==> src/rtl/vram_arbiter.sv <==
// Single-port VRAM arbiter: scanout reads always win, the CPU/loader port uses
// free slots, and a 2-stage read tag routes each RAM response to its requester.
module vram_arbiter #(
    parameter int ADDR_W     = 13,
    parameter int DATA_W     = 8,
    parameter int STARVE_MAX = 800,
    parameter int WAIT_W     = 12
) (
    input  logic              i_clk,
    input  logic              i_reset,
    input  logic              i_vid_req,
    input  logic [ADDR_W-1:0] i_vid_addr,
    output logic [DATA_W-1:0] o_vid_data,
    output logic              o_vid_valid,
    input  logic              i_cpu_valid,
    input  logic              i_cpu_we,
    input  logic [ADDR_W-1:0] i_cpu_addr,
    input  logic [DATA_W-1:0] i_cpu_wdata,
    output logic              o_cpu_ready,
    output logic [DATA_W-1:0] o_cpu_rdata,
    output logic              o_cpu_rvalid,
    output logic              o_cpu_starved,
    output logic [ADDR_W-1:0] o_ram_addr,
    output logic              o_ram_we,
    output logic [DATA_W-1:0] o_ram_wdata,
    input  logic [DATA_W-1:0] i_ram_rdata
);

    typedef enum logic [1:0] {
        TAG_NONE = 2'd0,
        TAG_VID  = 2'd1,
        TAG_CPU  = 2'd2
    } tag_t;

    localparam logic [WAIT_W-1:0] STARVE_TH = WAIT_W'(STARVE_MAX);

    logic vid_gnt;
    logic cpu_gnt;

    tag_t tag1_reg;
    tag_t tag1_next;

    logic [DATA_W-1:0] vid_data_reg;
    logic [DATA_W-1:0] cpu_data_reg;
    logic              vid_valid_reg;
    logic              cpu_valid_reg;

    logic [WAIT_W-1:0] wait_reg;
    logic [WAIT_W-1:0] wait_next;
    logic              starved_reg;

    // Scanout owns the RAM whenever it asks; the CPU only gets leftover slots.
    assign vid_gnt = i_vid_req;
    assign cpu_gnt = i_cpu_valid & ~i_vid_req & ~i_reset;

    assign o_cpu_ready = cpu_gnt;
    assign o_ram_addr  = vid_gnt ? i_vid_addr : i_cpu_addr;
    assign o_ram_we    = cpu_gnt & i_cpu_we;
    assign o_ram_wdata = i_cpu_wdata;

    always_comb begin
        tag1_next = TAG_NONE;
        if (vid_gnt) begin
            tag1_next = TAG_VID;
        end else if (cpu_gnt && !i_cpu_we) begin
            tag1_next = TAG_CPU;
        end
    end

    // Wait counter only runs while a CPU request is actually being refused.
    always_comb begin
        wait_next = wait_reg;
        if (!i_cpu_valid || cpu_gnt) begin
            wait_next = '0;
        end else if (wait_reg != {WAIT_W{1'b1}}) begin
            wait_next = wait_reg + 1'b1;
        end
    end

    always_ff @(posedge i_clk) begin
        if (i_reset) begin
            tag1_reg      <= TAG_NONE;
            vid_data_reg  <= '0;
            cpu_data_reg  <= '0;
            vid_valid_reg <= 1'b0;
            cpu_valid_reg <= 1'b0;
            wait_reg      <= '0;
            starved_reg   <= 1'b0;
        end else begin
            tag1_reg <= tag1_next;

            // Stage 2: RAM data for the stage-1 tag arrives now.
            vid_valid_reg <= (tag1_reg == TAG_VID);
            cpu_valid_reg <= (tag1_reg == TAG_CPU);
            if (tag1_reg == TAG_VID) begin
                vid_data_reg <= i_ram_rdata;
            end
            if (tag1_reg == TAG_CPU) begin
                cpu_data_reg <= i_ram_rdata;
            end

            wait_reg    <= wait_next;
            starved_reg <= (wait_next >= STARVE_TH);
        end
    end

    assign o_vid_data    = vid_data_reg;
    assign o_vid_valid   = vid_valid_reg;
    assign o_cpu_rdata   = cpu_data_reg;
    assign o_cpu_rvalid  = cpu_valid_reg;
    assign o_cpu_starved = starved_reg;

endmodule

==> config.mk <==
export PLATFORM = sky130hd
export DESIGN_NAME = vram_arbiter
export DESIGN_NICKNAME = d
export VERILOG_FILES = /design/src/rtl/vram_arbiter.sv
export SDC_FILE = /design/constraint.sdc
export NUM_CORES = 1
export LEC_CHECK = 0
export CAP_MARGIN = 20
export CORE_MARGIN = 4
export CORE_UTILIZATION = 42
export CTS_CLUSTER_SIZE = 16
export DETAILED_ROUTE_END_ITERATION = 8
export PLACE_DENSITY = 0.86
export SETUP_SLACK_MARGIN = 0.02
export SYNTH_ARGS = -nofsm -noshare
export SYNTH_HDL_FRONTEND = slang
export SYNTH_SLANG_ARGS = --single-unit
==> constraint.sdc <==
create_clock -name i_clk -period 4.1 [get_ports i_clk]
set_input_delay 1.025 -clock i_clk [delete_from_list [all_inputs] [get_ports i_clk]]
set_output_delay 1.025 -clock i_clk [all_outputs]
set_load 0.02 [all_outputs]
==> summary.md, run 1 <==
| Metric | Value |
|---|---|
| Outcome | finished clean |
| TritonCTS clock tree | built |
| Pin count of the biggest net entering global routing | 23 |
| Die Area | 0.00493 mm² |
| Vert. Die Dim | around 70 µm |
| Drt wl/cell | 14.0 µm |
| FF-to-FF setup slack | approximately 2300 ps |
| Post-Syn Instances | between 150 and 200 |
| Final worst setup slack | between 300 and 400 ps |
| Mapped Nets | about 240 |
| Cts-stage hold buffer count | 0 |
| Register area share after synthesis | 0.406 |
| Postcts setup bufs | 0 |
| GPL Wtd Cong | 0.878 |
| Worst Setup End Kind | output port |
| RSZ-0062 raised after global routing | false |
| Htree depth | 2 |
| Synth Area in Adders | 0.00769 |
| Hold WS | 456 ps |
| Dpl hpwl | between 3000 and 4000 µm |
| Biggest cell delay along the critical path | 580 ps |
| Setup TNS | 0 ps |
| Die W | roughly 70 µm |
| Final worst path period share | 0.903 |
| Cell Chain, Critical Path | clkdlybuf4s50_1, buf_4, mux2_2, clkdlybuf4s50_1 |
| LEAKAGE | a little over 0.0008 µW |
| Drt initial violations | between 90 and 100 |
| Layout filler cell count | 342 |
| Worst hold-check path type | flop to flop |
| Drt first pass iters | 4 |
| Avg Inst Size Synth | about 8.4 µm² |
| Clock transition at path regs | ~70 ps |
| Post-DRT Antenna Nets | 0 |
| Clk_skew | ~3.7 ps |
| Critical Path AT | around 2700 ps |
| Routed wire length | 4270 µm |
| Kind of critical path | input port to output port |
| Final setup fails | 0 |
| R2R Path End | o_cpu_starved |
| Final Critical Period | 3700 ps |
| Total core area | 0.00369 mm² |
| Fmax | about 270 MHz |
| Num CTS Buffers | 5 |
| Vias in the first global route | approximately 1600 |
| Mux cell area share after synthesis | 0.102 |
| Port bufs | 72 |
| YS warnings | 0 |
| Max FFs per register | 12 |
| Worst path slowest cell | clkdlybuf4s50_1 |
| Commonest non-fill, non-tap cell in the layout | clkdlybuf4s50_1 |
| Synth Area in XOR/XNOR | 0.0162 |
| Worst VDD drop | 0.183 mV |
| Hold path depth | 2 |
| Fin. max-slew vios | 0 |
| CP Max Fanout | 6 |
| Vias | 1573 |
| EDFF count, synth | 0 |
| Cts repair resizes | 0 |
| Cell area after synthesis | between 0.0015 and 0.002 mm² |
| Grt total ovfl | 0 |
| Critical hold path startpoint | o_vid_data[3] |
| Num rows | 22 |
| Antenna diodes | 0 |
| Clock Sinks | 33 |
| CP startpoint kind | input port |
| Synth async-reset ratio | 0 |
| Nets | between 300 and 400 |
| Io pins | 89 |
| First-pass GRT wire length | roughly 7100 µm |
| DRC | 0 |
| R2r worst-path depth | 6 |
| Setup slack at placement | between 400 and 500 ps |
| Compound-Gate Fraction of Synth Area | 0.148 |
| Initial antenna violation count | 0 |
| Worst Path Required | between 3000 and 4000 ps |
| Rel. slew slack | 0.619 |
| Layout cells sized above 1 | 0.121 |
| CTS root buffer | clkbuf_8 |
| Longest Clk Path Bufs | 2 |
| MaxCap Viol Count | 0 |
| Main combinational cell family by area after synthesis | simple AND/OR/NAND/NOR gates |
| Clock latency on the worst-skew pair | between 200 and 300 ps |
| Delay-heaviest family, CP | buffers and inverters |
| Top cell by count, worst path | clkdlybuf4s50_1 |
| Area delta synth->final | 48.0% |
| Multi-input gate area | ~850 µm² |
| Post-synth cell types | 45 |
| Slew at the pin with the worst max-slew slack | ~570 ps |
| Final hold vios | 0 |
| Worst path bufs/invs | 3 |
| #FFs+latches synth | 33 |
| Top_reg_cell synth | dfxtp_1 |
| Post-Synth Simple-Gate Area | 0.250 |
| Most frequent cells in the layout | clkdlybuf4s50_1 (72), nand2_1 (38), dfxtp_1 (33) |
| Starting Density | 0.441 |
| Global Route Usage Sum | 0.178 |
| Register area | about 660 µm² |
| Power per cell area | 290 mW/mm² |
| Min-Delay Endpoint | o_vid_data[3] |
| Vias per inst | between 5 and 6 |
| Reg2reg start | wait_reg[0] |
==> per-stage QoR <==
step	total power [µW]	util	area, µm²	cells
after floorplan	404	-	1630	193
after global placement	467	0.630	2320	297
after detailed placement	468	0.630	2320	297
after CTS	703	0.653	2410	305
after global routing	728	0.653	2410	305
final	698	0.653	2410	305
==> synthesized netlist by cell type (3+ instances only) <==
library cell,instances,area share
buf_4,8,0.037
nor3_1,4,0.012
nand3_1,4,0.012
buf_1,3,0.0069
a21oi_1,18,0.055
mux2_2,13,0.090
nor2b_1,4,0.015
nand2b_1,3,0.012
nand2_1,38,0.088
o21ai_0,5,0.015
a31oi_1,4,0.015
dfxtp_1,33,0.41
nor2_1,10,0.023
clkbuf_1,5,0.012
==> worst max-delay path by stage <==
| stage | startpoint | endpoint | slack (ps) | cells after the start |
|---|---|---|---|---|
| after global routing | i_vid_req | o_ram_we | 300 | 4 |
| final | i_vid_req | o_ram_addr[10] | 400 | 4 |
| after detailed placement | i_vid_req | o_ram_addr[0] | 410 | 4 |
| after CTS | i_vid_req | o_ram_addr[0] | 400 | 4 |
| after floorplan | i_vid_req | o_ram_we | 960 | 3 |
| after global placement | i_vid_req | o_ram_we | 400 | 4 |
==> where the power goes <==
part           total [µW]  switching (µW)  internal (µW)
Clock                 237             119            118
Sequential            332            4.33            328
Combinational         129            53.4           75.2
==> cell families (layout without fill, tap and decap cells) <==
kind of cell	Yosys count	count (layout)
DFF	33	33
buffers and inverters	21	85
adders and majority gates	1	1
AOI/OAI and AO/OA	39	39
and+or+nand+nor	81	81
xor gates and xnor gates	3	3
muxes	15	15
==> per-layer routing <==
layer  share of wire  global-route usage  vias to the layer above
li1                -                   -                      793
met1            0.42               0.209                      720
met2            0.50               0.297                       51
met3           0.070              0.0604                        9
met4           0.019              0.0660                        0
met5               0                   0                        -
==> worst min-delay path: cells and delay by family, from the launching register on <==
family / cells / cell delay [ps]
AOI/OAI and AO/OA: 1 / 50
DFF: 1 / 310
and+or+nand+nor: 1 / 50
==> final cells by class <==
type,instances,area share
inverter,2,0.00312
clock inverter,2,0.00416
tap,48,0.0249
multi-input combinational,139,0.354
sequential,33,0.274
timing repair buffer,75,0.309
clock buffer,6,0.0301
(Power assumes the default switching activity.)
==> run 2, diff against run 1 <==
Settings changed: PLACE_DENSITY 0.86 to 0.95.
==> run 2 against run 1 <==
First-iteration DRC count up 8.2%. Sequential share of layout area about the same. Critical path depth unchanged. Setup slack worse by 28 ps. Combinational power about the same. Global-route usage down 0.18 points. Die area unchanged. Register-to-register slack about the same. Clock skew up 0.76 ps. Sequential power about the same. Critical path type unchanged. Highest routed layer unchanged.
==> summary.md, run 2 (synthesis gave the netlist of run 1 again) <==
| Metric | Value |
|---|---|
| Outcome | finished clean |
| Die W | approximately 70 µm |
| Htree depth | 2 |
| MaxCap Viol Count | 0 |
| Worst Setup End Kind | output port |
| Total core area | ~0.0037 mm² |
| Antenna diodes | 0 |
| Dpl hpwl | 3370 µm |
| Hold WS | 454 ps |
| Num rows | 22 |
| Starting Density | 0.441 |
| Drt wl/cell | roughly 14 µm |
| Design area | around 0.0024 mm² |
| Cts repair resizes | 0 |
| Clock Sinks | 33 |
| Most frequent cells in the layout | clkdlybuf4s50_1 (72), nand2_1 (38), dfxtp_1 (33) |
| Final worst path period share | 0.910 |
| Fin. max-slew vios | 0 |
| Clk_skew | 4.42 ps |
| LEAKAGE | ~0.00081 µW |
| Setup slack at placement | about 390 ps |
| Final worst setup slack | between 300 and 400 ps |
| Cts-stage hold buffer count | 0 |
| Layout filler cell count | ~310 |
| Final Critical Period | around 3700 ps |
| Initial antenna violation count | 0 |
| Drt first pass iters | 4 |
| Port bufs | between 70 and 80 |
| CTS root buffer | clkbuf_8 |
| Worst hold-check path type | flop to flop |
| Power per cell area | roughly 290 mW/mm² |
| Die Area | just under 0.005 mm² |
| Longest Clk Path Bufs | 2 |
| Vias | roughly 1600 |
| Num CTS Buffers | 5 |
| Vias per inst | approximately 5.2 |
| Clock latency on the worst-skew pair | around 290 ps |
| Top cell by count, worst path | clkdlybuf4s50_1 |
| Worst VDD drop | about 0.16 mV |
| CP Max Fanout | 6 |
| Grt total ovfl | 0 |
| Routed wire length | 4300 µm |
| Post-DRT Antenna Nets | 0 |
| Fmax | 268 MHz |
| GPL Wtd Cong | just under 0.9 |
| Area delta synth->final | 48.2% |
| Rel. slew slack | 0.648 |
| Post-DP Area | ~0.0023 mm² |
| Slew at the pin with the worst max-slew slack | ~530 ps |
| Layout cells sized above 1 | 0.125 |
| RSZ-0062 raised after global routing | false |
| Pin count of the biggest net entering global routing | 23 |
| Biggest cell delay along the critical path | roughly 610 ps |
| First-pass GRT wire length | about 7000 µm |
| Global Route Usage Sum | 0.176 |
| Worst path slowest cell | clkdlybuf4s50_1 |
| Clock transition at path regs | around 70 ps |
| Critical Path AT | around 2700 ps |
| CP startpoint kind | input port |
| Setup TNS | 0 ps |
| Worst Path Required | ~3100 ps |
| Vias in the first global route | roughly 1500 |
| Io pins | a little under 90 |
| TritonCTS clock tree | built |
| DRC | 0 |
| Commonest non-fill, non-tap cell in the layout | clkdlybuf4s50_1 |
| Postcts setup bufs | 0 |
| Final hold vios | 0 |
| Cell Chain, Critical Path | clkdlybuf4s50_1, nor3b_1, and2_1, clkdlybuf4s50_1 |
| Nets | approximately 300 |
| Drt initial violations | 106 |
| Kind of critical path | input port to output port |
| Max FFs per register | 12 |
| Final setup fails | 0 |
| Vert. Die Dim | approximately 70 µm |
## run 2: cell count changes in the layout (fill, tap and decap cells not counted)
cell,delta
clkbuf_1,-1
clkinvlp_4,+1
## run 2: final cells by class
type                            instances  area (µm²)  share of cell area
Timing Repair Buffer                   75         743               0.308
Multi-Input combinational cell        139         853               0.354
Tap cell                               48        60.1              0.0249
Clock inverter                          3        17.5             0.00727
Inverter                                2        7.51             0.00311
Clock buffer                            5        68.8              0.0285
Sequential cell                        33         661               0.274
## run 2: critical path, delay by kind of cell
family	cells	cell delay (ps)
buffers and inverters	2	1110
AND/OR/NAND/NOR	2	570
## run 2: final timing paths
| path | start | to | slack, ps | cells after the start |
|---|---|---|---|---|
| worst max-delay path | i_vid_req | o_ram_we | 370 | 4 |
| worst min-delay path | o_vid_data[6] | o_vid_data[6] | 450 | 2 |
| worst max register to register | wait_reg[0] | o_cpu_starved | 2290 | 6 |
| worst min register to register | o_vid_data[6] | o_vid_data[6] | 450 | 2 |
## run 2: layer usage
layer	share of wire	track usage	vias to the layer above
met5	0	0	-
met4	0.020	0.0638	0
met3	0.069	0.0705	9
met2	0.50	0.295	62
met1	0.41	0.200	707
li1	-	-	793
## run 2: through the flow
| stage | power [µW] | cells | util |
|---|---|---|---|
| after floorplan | 404 | 193 | - |
| after global placement | 465 | 297 | 0.630 |
| after detailed placement | 469 | 297 | 0.630 |
| after CTS | 709 | 305 | 0.654 |
| after global routing | 732 | 305 | 0.654 |
| final | 702 | 305 | 0.654 |
## run 2: power by group
part	internal [µW]	total [µW]	switching, µW
sequential	328	332	3.94
combinational	75.3	130	54.3
clock	117	241	124
